`config.mk`:
```
export PLATFORM = sky130hd
export DESIGN_NAME = if_id_hazard_ctrl
export DESIGN_NICKNAME = d
export VERILOG_FILES = /design/src/rtl/core_pkg.sv /design/src/rtl/instruction_parser.sv /design/src/rtl/src_use_decode.sv /design/src/rtl/if_id_hazard_ctrl.sv
export SDC_FILE = /design/constraint.sdc
export NUM_CORES = 1
export LEC_CHECK = 0
export ABC_AREA = 1
export CORE_ASPECT_RATIO = 1.4
export CORE_MARGIN = 3
export CORE_UTILIZATION = 47
export DETAILED_ROUTE_END_ITERATION = 6
export PLACE_DENSITY = 0.95
export SETUP_SLACK_MARGIN = 0.02
export SKIP_LAST_GASP = 1
export SLEW_MARGIN = 0
export SYNTH_ARGS = -nofsm -noshare
export SYNTH_HDL_FRONTEND = slang
export SYNTH_SLANG_ARGS = --single-unit
export TNS_END_PERCENT = 30
```
`constraint.sdc`:
```
create_clock -name clk -period 4.6 [get_ports clk]
set_input_delay 0.92 -clock clk [delete_from_list [all_inputs] [get_ports clk]]
set_output_delay 0.92 -clock clk [all_outputs]
set_load 0.005 [all_outputs]
```
`src/rtl/core_pkg.sv`:
```
// core_pkg: shared constants and types for the 5-stage RV32I core.
//   OP_*         : 7-bit major opcodes used by the decode-side logic
//   NOP          : canonical NOP (addi x0,x0,0) held in empty pipeline registers
//   ifid_state_e : IF/ID controller states
package core_pkg;
    localparam logic [6:0] OP_R      = 7'b0110011;
    localparam logic [6:0] OP_I      = 7'b0010011;
    localparam logic [6:0] OP_LOAD   = 7'b0000011;
    localparam logic [6:0] OP_STORE  = 7'b0100011;
    localparam logic [6:0] OP_BRANCH = 7'b1100011;
    localparam logic [6:0] OP_JAL    = 7'b1101111;
    localparam logic [6:0] OP_JALR   = 7'b1100111;
    localparam logic [6:0] OP_LUI    = 7'b0110111;
    localparam logic [6:0] OP_AUIPC  = 7'b0010111;
    localparam logic [31:0] NOP      = 32'h0000_0013;
    typedef enum logic [1:0] {RUN, STALL, FLUSH} ifid_state_e;
endpackage

```
`src/rtl/instruction_parser.sv`:
```
// instruction_parser: splits a 32-bit RV32I instruction into its fixed fields.
//   inst   in  32 : instruction word
//   opcode out 7  : [6:0]     rd  out 5 : [11:7]   func3 out 3 : [14:12]
//   rs1    out 5  : [19:15]   rs2 out 5 : [24:20]  func7 out 7 : [31:25]
module instruction_parser (
    input  logic [31:0] inst,
    output logic [6:0]  opcode,
    output logic [4:0]  rd,
    output logic [2:0]  func3,
    output logic [4:0]  rs1,
    output logic [4:0]  rs2,
    output logic [6:0]  func7
);
    assign opcode = inst[6:0];
    assign rd     = inst[11:7];
    assign func3  = inst[14:12];
    assign rs1    = inst[19:15];
    assign rs2    = inst[24:20];
    assign func7  = inst[31:25];
endmodule

```
`src/rtl/src_use_decode.sv`:
```
// src_use_decode: which register sources an opcode actually reads.
//   opcode  in  7 : major opcode
//   use_rs1 out 1 : instruction reads rs1
//   use_rs2 out 1 : instruction reads rs2
module src_use_decode import core_pkg::*; (
    input  logic [6:0] opcode,
    output logic       use_rs1,
    output logic       use_rs2
);
    assign use_rs2 = opcode inside {OP_R, OP_STORE, OP_BRANCH};
    assign use_rs1 = use_rs2 || (opcode inside {OP_I, OP_LOAD, OP_JALR});
endmodule

```
`src/rtl/if_id_hazard_ctrl.sv`:
```
// if_id_hazard_ctrl: IF/ID register owner with load-use stall and redirect flush.
//   clk, rst_n          : clock, asynchronous active-low reset
//   imem_inst/valid     : fetched instruction and its valid flag
//   ex_redirect         : taken branch/jump pulse from EX
//   pc_en               : PC write enable
//   if_id_inst/valid    : held instruction and its valid flag
//   id_opcode..id_func7 : fields of if_id_inst
//   id_ex_bubble        : ID/EX must capture a NOP this cycle
//   hazard_stall        : load-use stall active
module if_id_hazard_ctrl import core_pkg::*; #(
    parameter int LOAD_LAT  = 1,
    parameter int FLUSH_CYC = 1
) (
    input  logic        clk,
    input  logic        rst_n,
    input  logic [31:0] imem_inst,
    input  logic        imem_valid,
    input  logic        ex_redirect,
    output logic        pc_en,
    output logic [31:0] if_id_inst,
    output logic        if_id_valid,
    output logic [6:0]  id_opcode,
    output logic [4:0]  id_rd,
    output logic [2:0]  id_func3,
    output logic [4:0]  id_rs1,
    output logic [4:0]  id_rs2,
    output logic [6:0]  id_func7,
    output logic        id_ex_bubble,
    output logic        hazard_stall
);
    ifid_state_e state;
    logic [2:0]  load_cnt;
    logic [4:0]  pend_rd;
    logic [1:0]  flush_cnt;
    logic        use_rs1, use_rs2, hazard, flushing, leave;

    instruction_parser u_parser (
        .inst(if_id_inst), .opcode(id_opcode), .rd(id_rd), .func3(id_func3),
        .rs1(id_rs1), .rs2(id_rs2), .func7(id_func7)
    );

    src_use_decode u_use (.opcode(id_opcode), .use_rs1(use_rs1), .use_rs2(use_rs2));

    assign flushing = state == FLUSH;
    // if_id_valid is always 0 in FLUSH, so hazard cannot fire there
    assign hazard = if_id_valid && load_cnt != 3'd0 && pend_rd != 5'd0 &&
                    ((use_rs1 && id_rs1 == pend_rd) || (use_rs2 && id_rs2 == pend_rd));
    assign leave = if_id_valid && !hazard && !ex_redirect && !flushing;
    assign hazard_stall = hazard && !ex_redirect;
    // rst_n gating keeps the combinational outputs quiet while held in reset
    assign id_ex_bubble = rst_n && (hazard || ex_redirect || flushing);
    assign pc_en = rst_n && (ex_redirect || flushing || (!hazard && imem_valid));

    always_ff @(posedge clk or negedge rst_n) begin
        if (!rst_n) begin
            state       <= RUN;
            if_id_inst  <= NOP;
            if_id_valid <= 1'b0;
            load_cnt    <= 3'd0;
            pend_rd     <= 5'd0;
            flush_cnt   <= 2'd0;
        end else begin
            if (ex_redirect) begin
                state       <= FLUSH;
                flush_cnt   <= 2'(FLUSH_CYC - 1);
                if_id_valid <= 1'b0;
            end else if (flushing && flush_cnt != 2'd0) begin
                flush_cnt <= flush_cnt - 2'd1;
            end else if (hazard) begin
                state <= STALL;
            end else begin
                state       <= RUN;
                if_id_inst  <= imem_inst;
                if_id_valid <= imem_valid;
            end
            if (leave && id_opcode == OP_LOAD && id_rd != 5'd0) begin
                load_cnt <= 3'(LOAD_LAT);
                pend_rd  <= id_rd;
            end else if (load_cnt != 3'd0) begin
                load_cnt <= load_cnt - 3'd1;
            end
        end
    end
endmodule

```
---- After elaboration in Yosys (flattened, before gate mapping) ----
Index checks and enable logic that the tools add are counted.
storage, ports and cells
  bits in registers ....................... 45
  input port bits ......................... 36
  output and inout port bits .............. 68
operators by class
  add/subtract/negate cells ............... 2
  equality and inequality tests ........... 11
  multiplexer cells ....................... 10
  bitwise operators ....................... 3
  reduce and logical (&&, ||, !) cells .... 34
operators with widths
  operator                                                                count
  1-bit logical AND                                                       15
  7-bit by 6-bit equality test with 1-bit output (second input constant)  2
  7-bit equality test (second input constant)                             2
  5-bit equality test                                                     2
  5-bit nonzero test                                                      2
  3-bit nonzero test                                                      3
  2-bit two-way mux                                                       4
  7-bit by 2-bit equality test with 1-bit output (second input constant)  1
  7-bit by 5-bit equality test with 1-bit output (second input constant)  1
  1-bit logical OR                                                        6
  3-bit two-way mux                                                       2
  2-bit nonzero test                                                      3
  1-bit two-way mux                                                       4
  2-bit inequality test (second input constant)                           2
  1-bit zero test                                                         3
  1-bit NOT                                                               3
  3-bit AND reduction                                                     1
  3-bit by 1-bit subtractor with 3-bit output (second input constant)     1
  2-bit equality test (second input constant)                             1
  2-bit AND reduction                                                     1
  2-bit by 1-bit subtractor with 2-bit output (second input constant)     1

---- Longest topological paths before layout ----
Gate-level depths: netlist of the first run.
  depth after elaboration ................. 13
  gate-level depth with buffers ........... 12

---- By module ----
A second synthesis of the first run with hierarchy kept.
second synthesis, totals
  cell total of the unflattened synthesis .. 329
  area, all modules ....................... 2511.2 um2
modules (own cells, without submodules)
  module              instances  cells an instance  area each (um2)  seq. area each (um2)
  if_id_hazard_ctrl   1          279                2183.3           1129.8
  instruction_parser  1          32                 240.2            0.0
  src_use_decode      1          18                 87.6             0.0

---- Worst setup path after synthesis of the first run ----
Ideal clock, no wire load.
  kind .................................... input-to-output
  from .................................... in ex_redirect
  to ...................................... out pc_en
  arrival ................................. 1.412 ns
  data required time ...................... 3.680 ns
  setup slack ............................. 2.268 ns
  cell stages on the path ................. 2
  path buffers ............................ 0
  cell sequence ........................... nor2_1 a21oi_1
between the ends
  word-level cells in the longest chain between the ends .. 3
RTL lines
  what                            line                     RTL
  from (decl)                     if_id_hazard_ctrl.sv:18  input logic ex_redirect,
  1-bit logical OR (2 in series)  if_id_hazard_ctrl.sv:52  assign pc_en = rst_n && (ex_redirect || flushing || (!hazard && imem_valid));
  1-bit logical AND               if_id_hazard_ctrl.sv:52
  to (decl)                       if_id_hazard_ctrl.sv:19  output logic pc_en,
Every way passes these cells.

---- Worst setup path after layout of the first run ----
Same ends and word-level chain as after synthesis.

==> results of run 1 <==
==> critical path, delay by kind of cell <==
family | cells | cell delay, ns
buffers and inverters | 2 | 0.89
and+or+nand+nor | 1 | 0.49
AOI/OAI and AO/OA | 1 | 0.15
==> cell usage in the layout (no fill, tap or decap), drive strengths merged <==
master,n
xnor2,3
clkbuf,5
nor2,16
nand4,7
xor2,2
dfrtp,42
nand2,116
buf,2
o22ai,1
or2,1
dfstp,3
clkdlybuf4s50,102
a21oi,4
ha,3
bufinv,2
inv,30
clkinv,1
nand3b,3
nand3,38
o21ai,2
nor3,1
==> registers in the layout, summed over array words and instances (netlist names) <==
signal and cells:
flush_cnt 2, load_cnt 3, if_id_inst 32, if_id_valid 1, state 2, pend_rd 5
==> metrics by stage <==
stage | hold slack (ns) | utilization, % | std cells
2_1_floorplan | 0.459 | - | 314
3_3_place_gp | 0.475 | 63.9 | 442
3_5_place_dp | 0.484 | 63.9 | 442
4_1_cts | 0.497 | 66.5 | 450
5_1_grt | 0.519 | 66.5 | 450
6_report | 0.502 | 66.5 | 450
==> per-layer routing <==
layer	GRT usage (%)	wire length, um
met1	24.8	2390
met5	0	0
met3	4.67	352
met4	9.11	135
met2	40.8	3940
==> final cells by class <==
cell class	count	area, sq um	share of cell area (%)
sequential	45	1130	32.2
timing repair buffer	104	1030	29.4
multi-input combinational	197	1010	28.9
inverter	30	113	3.21
tap	66	82.6	2.35
clock buffer	5	68.8	1.96
clock inverter	3	68.8	1.96
==> worst max-delay path by stage <==
stage / slack (ns) / end / startpoint
CTS: 1.23 / pc_en / ex_redirect
global route: 1.11 / id_ex_bubble / if_id_inst[1]
global placement: 1.26 / pc_en / ex_redirect
finish: 1.24 / pc_en / ex_redirect
detailed placement: 1.25 / pc_en / ex_redirect
floorplan: 2.27 / pc_en / ex_redirect
==> cells by family (layout without fill, tap and decap cells) <==
logic type / after synthesis / after routing
adder cells (fa/ha/maj): 3 / 3
buffers and inverters: 72 / 142
XOR/XNOR: 5 / 5
AND/OR/NAND/NOR: 182 / 182
flip-flops: 45 / 45
AO/OA/AOI/OAI: 7 / 7
==> power breakdown <==
part / switching [mW] / internal (mW)
logic: 0.172 / 0.221
clock network: 0.144 / 0.219
registers: 0.0646 / 0.454
total: 0.380 / 0.895
==> qor.csv, run 1 <==
metric,value,unit
final-report max-slew violation count,0,
reg2reg end,if_id_inst[3],
"Primary FF master, synth",dfrtp_1,
final HPWL from detailed placement,4850,um
fill cell count,421,
final setup fails,0,
die width,68.8,um
core area,5280,sq um
clk buf depth,2,
WS Path Type,in -> out,
Critical Path RT,3.68,ns
mux cell area share after synthesis,0,%
RSZ-0062 raised after global routing,false,
CP max stage cell,nor2_1,
ant diodes,0,
Place WS,1.25,ns
final instance area,3510,sq um
pwr dens,363,nW/um^2
worst r2r src,flush_cnt[0],
setup tns final,0,ns
Layout area overhead,35.2,%
largest family of logic cells by synthesized area,simple AND/OR/NAND/NOR gates,
Yosys top cell area share,40.5,%
Worst-Margin Slew,0.655,ns
"EDFF count, synth",0,
depth of the CTS H-tree,2,
post-CTS resize count,0,
most frequent cell after synthesis,nand2_1,
r2r setup slk,2.47,ns
post-layout min period,3.36,ns
Adder-Cell Fraction of Synth Area,1.45,%
YS warnings,0,
number of hold violations in the final report,0,
clk sinks,45,
critical path capture point type,output port,
top post-synthesis cells by count,"nand2_1 (92), dfrtp_1 (42), nand3_1 (36)",
cell area after placement,3370,sq um
vias in the first global route,2314,
syn_nets,353,
sequential share of the synthesized area,43.5,%
P_leak,1.71,nW
hold_buf cts,0,
max incr delay on CP,0.49,ns
WL per Instance,15.1,um
Pre-antenna DRT Iters,5,
number of cell rows,31,
final worst slack,1.24,ns
Tot GR Track Use,22.6,%
Routed WL,6810,um
vias,2293,
CTS Buf Count,5,
Vias/cell,5.10,
Hold WC Path Type,reg -> reg,
nets,422,
Startpoint Class,input port,
VDD IR max,300,uV
crit-path max FO,8,
die area,6460,sq um
CP most frequent cell,clkdlybuf4s50_1,
Critical Path AT,2.44,ns
clock skew,0.00504,ns
CTS tree,built,
XOR/XNOR share of the synthesized area,1.69,%
post-route ant nets,0,
worst hold stages,2,
Post-Synthesis Cells,314,
worst-case reg-to-reg path depth,8,
clock transition at the registers of the reported paths,0.09,ns
die height,93.9,um
Final Power,1.27,mW
outcome,completed,
I/O Buffers,103,
total grt overflow,0,
initial core utilization,49.2,%
"area leader, netlist",dfrtp_1,
synth top area cells,"dfrtp_1 (40%), nand2_1 (13%), buf_4 (10%)",
io pins,104,
syn_area_per_cell,8.27,sq um
clk root buf,clkbuf_8,
Seq cells post-synth,45,
post-synthesis compound-gate area fraction,1.83,%
first-pass GRT wire length,11000,um
post-synthesis cell area,2600,sq um
Synth async-reset ratio,100,%
Max Clk Rate,0.297,GHz
DRC violations left,0,
routability cong.,0.843,
largest net degree at the start of global routing,46,
Tcrit/Tclk final,73.1,%
hold_sp,if_id_inst[1],
"Endpoint, Worst Hold",if_id_inst[1],
Clock Latency Late Sink,0.30,ns
postcts setup bufs,0,
Iteration-0 DRC Markers,128,
Slew Limit Headroom,56.3,%
Synth Area in Simple Gates,34.1,%
max cap viols,0,
number of library cell types mapped by synthesis,29,
share of layout cells above drive strength 1,12.5,%
CP cell instances,clkdlybuf4s50_1 > nor2_1 > a21oi_1 > clkdlybuf4s50_1,
initial antenna violation count,0,
No activity file was read; power rests on OpenSTA's default activity.
==> run 2, diff against run 1 <==
--- a/config.mk
+++ b/config.mk
@@ -8,9 +8,9 @@
 export ABC_AREA = 1
 export CORE_ASPECT_RATIO = 1.4
 export CORE_MARGIN = 3
-export CORE_UTILIZATION = 47
+export CORE_UTILIZATION = 44
 export DETAILED_ROUTE_END_ITERATION = 6
-export PLACE_DENSITY = 0.95
+export PLACE_DENSITY = 0.92
 export SETUP_SLACK_MARGIN = 0.02
 export SKIP_LAST_GASP = 1
 export SLEW_MARGIN = 0
==> constraint.sdc (replaced) <==
create_clock -name clk -period 3.1 [get_ports clk]
set_input_delay 0.62 -clock clk [delete_from_list [all_inputs] [get_ports clk]]
set_output_delay 0.62 -clock clk [all_outputs]
set_load 0.005 [all_outputs]
==> qor.csv, run 2 (synthesized netlist as in run 1, its figures left out) <==
metric,value,unit
critical path launch point,if_id_inst[1],
multi-input logic area,1010,sq um
Sequential cell area,1130,sq um
initial core utilization,46.3,%
die width,70.9,um
Startpoint Class,flop,
Clock Latency Late Sink,0.30,ns
depth of the CTS H-tree,2,
pwr dens,506,nW/um^2
Worst-Margin Slew,0.576,ns
Max Clk Rate,0.359,GHz
final hold slack,0.463,ns
share of layout cells above drive strength 1,12.9,%
CTS tree,built,
Regs by FF count,"if_id_inst: 32 flops, pend_rd: 5 flops, load_cnt: 3 flops",
Critical Path AT,2.17,ns
Layout area overhead,35.0,%
final HPWL from detailed placement,4870,um
io pins,104,
Vias/cell,4.94,
total grt overflow,0,
clk root buf,clkbuf_8,
routability cong.,0.845,
WL per Instance,14.3,um
post-route ant nets,0,
CP cell instances,nand2_1 > nor2_1 > nand2_1 > nor2_1 > nand2_2 > nand2_4 > nand3_1 > inv_1 > clkdlybuf4s50_1,
die area,6870,sq um
vias in the first global route,2300,
first-pass GRT wire length,10900,um
Hold WC Path Type,in -> async,
clk sinks,45,
placed insts,447,
final-report max-slew violation count,0,
core area,5610,sq um
Finished Core Util,62.5,%
Critical Path RT,2.48,ns
"non-filler cells, final",455,
Largest Register,if_id_inst,
outcome,completed,
final setup fails,0,
number of hold violations in the final report,0,
largest net degree at the start of global routing,46,
crit-path max FO,5,
WS Path Type,reg -> out,
I/O Buffers,103,
CP Buf/Inv Count,2,
CTS Buf Count,5,
max incr delay on CP,0.58,ns
hold_buf cts,0,
Iteration-0 DRC Markers,121,
ant diodes,0,
vias,2249,
post-layout min period,2.79,ns
postcts setup bufs,0,
Tcrit/Tclk final,89.9,%
Crit path max-delay family,simple AND/OR/NAND/NOR gates,
max FFs per register,32,
clock transition at the registers of the reported paths,0.09,ns
worst r2r src,load_cnt[0],
nets,425,
critical path capture point type,output port,
RSZ-0062 raised after global routing,false,
Tot GR Track Use,19.6,%
number of cell rows,32,
fill cell count,482,
CP max stage cell,dfstp_2,
setup tns final,0,ns
"commonest cells after routing, fill and taps aside","clkdlybuf4s50_1 (102), nand2_1 (92), dfrtp_1 (42)",
clk buf depth,2,
clock skew,0.00820,ns
die height,96.9,um
Routed WL,6520,um
post-CTS resize count,0,
P_leak,1.72,nW
max cap viols,0,
Pre-antenna DRT Iters,4,
"most common cell after layout, fill and taps aside",clkdlybuf4s50_1,
VDD IR max,384,uV
DRC violations left,0,
Slew Limit Headroom,61.6,%
Final Power,1.77,mW
initial antenna violation count,0,
## run 2: worst paths after layout
kind	to	slack, ns	depth (start not counted)
worst max-delay path	hazard_stall	0.31	9
worst min-delay path	pend_rd[4]	0.46	2
worst max register to register	if_id_inst[15]	0.91	11
worst min register to register	if_id_inst[1]	0.50	2
max in group asynchronous	if_id_inst[28]	2.25	2
min in group clk	if_id_inst[1]	0.50	2
## run 2: final cells by class
class / count / area share (%)
clock inverter: 2 / 1.00
multi-input combinational: 197 / 28.9
sequential: 45 / 32.2
timing repair buffer: 107 / 30.1
inverter: 30 / 3.21
clock buffer: 6 / 2.07
tap: 68 / 2.43
## run 2: per-stage QoR
step	instance area, sq um	worst slack [ns]
2_1_floorplan	2600	1.09
6_report	3500	0.313
5_1_grt	3500	0.181
3_3_place_gp	3400	0.636
4_1_cts	3500	0.299
3_5_place_dp	3400	0.603
## run 2: report_power, final
group / internal, mW / switching (mW) / total, mW
sequential: 0.674 / 0.0919 / 0.766
clock: 0.239 / 0.194 / 0.433
combinational: 0.330 / 0.242 / 0.572
total: 1.24 / 0.528 / 1.77
## run 2: metal layers
| metal | share of wire (%) | track usage (%) |
|---|---|---|
| met5 | 0 | 0 |
| met4 | 2.4 | 7.81 |
| met3 | 4.4 | 3.53 |
| met2 | 56 | 35.5 |
| met1 | 37 | 22.2 |
==> run 3, diff against run 2 <==
--- a/config.mk
+++ b/config.mk
@@ -10,6 +10,7 @@
 export CORE_MARGIN = 3
 export CORE_UTILIZATION = 44
 export DETAILED_ROUTE_END_ITERATION = 6
+export GPL_TIMING_DRIVEN = 0
 export PLACE_DENSITY = 0.92
 export SETUP_SLACK_MARGIN = 0.02
 export SKIP_LAST_GASP = 1
==> qor.csv, run 3 (synthesized netlist as in run 1, its figures left out) <==
metric,value,unit
setup tns final,0,ns
largest net degree at the start of global routing,27,
pwr dens,510,nW/um^2
CP cell instances,inv_1 > ha_1 > inv_1 > or2_1 > nand3_2 > nor2_8 > nand2_8 > nand2_1 > a21oi_1 > clkdlybuf4s50_1,
die height,96.9,um
Critical Path RT,2.48,ns
initial antenna violation count,0,
Regs by FF count,"if_id_inst: 32 flops, pend_rd: 5 flops, load_cnt: 3 flops",
clock transition at the registers of the reported paths,0.08,ns
cell area after placement,3730,sq um
crit-path max FO,7,
final instance area,3890,sq um
max cap viols,0,
Critical Path AT,2.27,ns
worst-case reg-to-reg path depth,8,
RSZ-0062 raised after global routing,false,
die width,70.9,um
CP Buf/Inv Count,3,
max FFs per register,32,
WL per Instance,14.5,um
WS Path Type,reg -> out,
final setup fails,0,
share of layout cells above drive strength 1,21.9,%
initial core utilization,46.3,%
"most common cell after layout, fill and taps aside",clkdlybuf4s50_1,
Largest Register,if_id_inst,
core area,5610,sq um
final hold slack,0.263,ns
CP most frequent cell,inv_1,
clock skew,0.00651,ns
Vias/cell,4.88,
Tcrit/Tclk final,93.2,%
clk sinks,45,
Crit path depth,10,
io pins,104,
P_leak,1.96,nW
Iteration-0 DRC Markers,94,
Routed WL,7190,um
outcome,completed,
ant diodes,0,
CTS Buf Count,5,
Layout area overhead,49.8,%
max incr delay on CP,0.52,ns
VDD IR max,289,uV
post-layout min period,2.89,ns
Tot GR Track Use,22.0,%
post-route ant nets,0,
Max Clk Rate,0.346,GHz
CTS tree,built,
first-pass GRT wire length,12000,um
Hold WC Path Type,in -> async,
die area,6870,sq um
vias in the first global route,2453,
Final Power,1.98,mW
routability cong.,0.925,
CP max stage cell,clkdlybuf4s50_1,
number of hold violations in the final report,0,
Clock Latency Late Sink,0.31,ns
vias,2424,
depth of the CTS H-tree,2,
DRC violations left,0,
Slew Limit Headroom,60.6,%
I/O Buffers,103,
total grt overflow,0,
number of cell rows,32,
Pre-antenna DRT Iters,4,
Worst-Margin Slew,0.589,ns
final-report max-slew violation count,0,
critical path capture point type,output port,
clk buf depth,2,
hold_buf cts,0,
nets,467,
Startpoint Class,flop,
clk root buf,clkbuf_8,
final HPWL from detailed placement,5460,um
"commonest cells after routing, fill and taps aside","clkdlybuf4s50_1 (101), nand2_1 (92), dfrtp_1 (42)",
Crit path max-delay family,buffers and inverters,
## run 3: cell count changes in the layout (fill, tap and decap cells not counted)
| cell | previous run | this run |
|---|---|---|
| clkdlybuf4s50_1 | 102 | 101 |
| buf_6 | 0 | 2 |
| dlymetal6s2s_1 | 0 | 1 |
| clkbuf_1 | 1 | 0 |
| nor2_2 | 1 | 2 |
| buf_12 | 0 | 3 |
| buf_4 | 4 | 38 |
| buf_2 | 1 | 4 |
| bufinv_16 | 1 | 2 |
| nor2_1 | 14 | 13 |
## run 3: timing repair
action                                  4_1_cts  5_1_grt
endpoints found under the setup margin        0        1
endpoints found under the hold margin         0        0
setup buffers                                 0        3
resized for setup                             0        2
## run 3: metrics by stage
stage          cells  setup WS [ns]  utilization, %
5_1_grt          497          0.115            69.4
3_3_place_gp     485          -1.03            66.2
3_5_place_dp     486          0.353            66.5
4_1_cts          494         0.0671            68.9
6_report         497          0.212            69.4
2_1_floorplan    314           1.09               -
## run 3: cell type report
cell class | count | area (sq um)
Fill cell | 420 | 1720
Sequential cell | 45 | 1130
Timing Repair Buffer | 107 | 1070
Multi-Input combinational cell | 197 | 1020
Buffer | 42 | 340
Inverter | 30 | 113
Tap cell | 68 | 85.1
Clock buffer | 5 | 68.8
Clock inverter | 3 | 65.1
## run 3: path summary, 6_finish.rpt
check                         startpoint       endpoint  slack [ns]
setup / recovery             load_cnt[0]          pc_en        0.21
hold / removal                     rst_n    load_cnt[2]        0.26
setup reg to reg            flush_cnt[0]   flush_cnt[0]        1.38
hold reg to reg            if_id_inst[0]  if_id_inst[0]        0.49
max in group asynchronous          rst_n  if_id_inst[4]        2.26
min in group clk           if_id_inst[0]  if_id_inst[0]        0.49
## run 3: power breakdown
| group | switching, mW | internal [mW] |
|---|---|---|
| clock network | 0.207 | 0.320 |
| logic | 0.272 | 0.412 |
| registers | 0.0970 | 0.674 |
| total | 0.576 | 1.41 |
## run 3: per-layer routing
layer	global-route usage, %	routed length, um	vias up
met4	9.99	233	0
met3	4.05	337	18
li1	-	-	1171
met2	39.5	4000	76
met1	24.4	2610	1159
met5	0	0	-
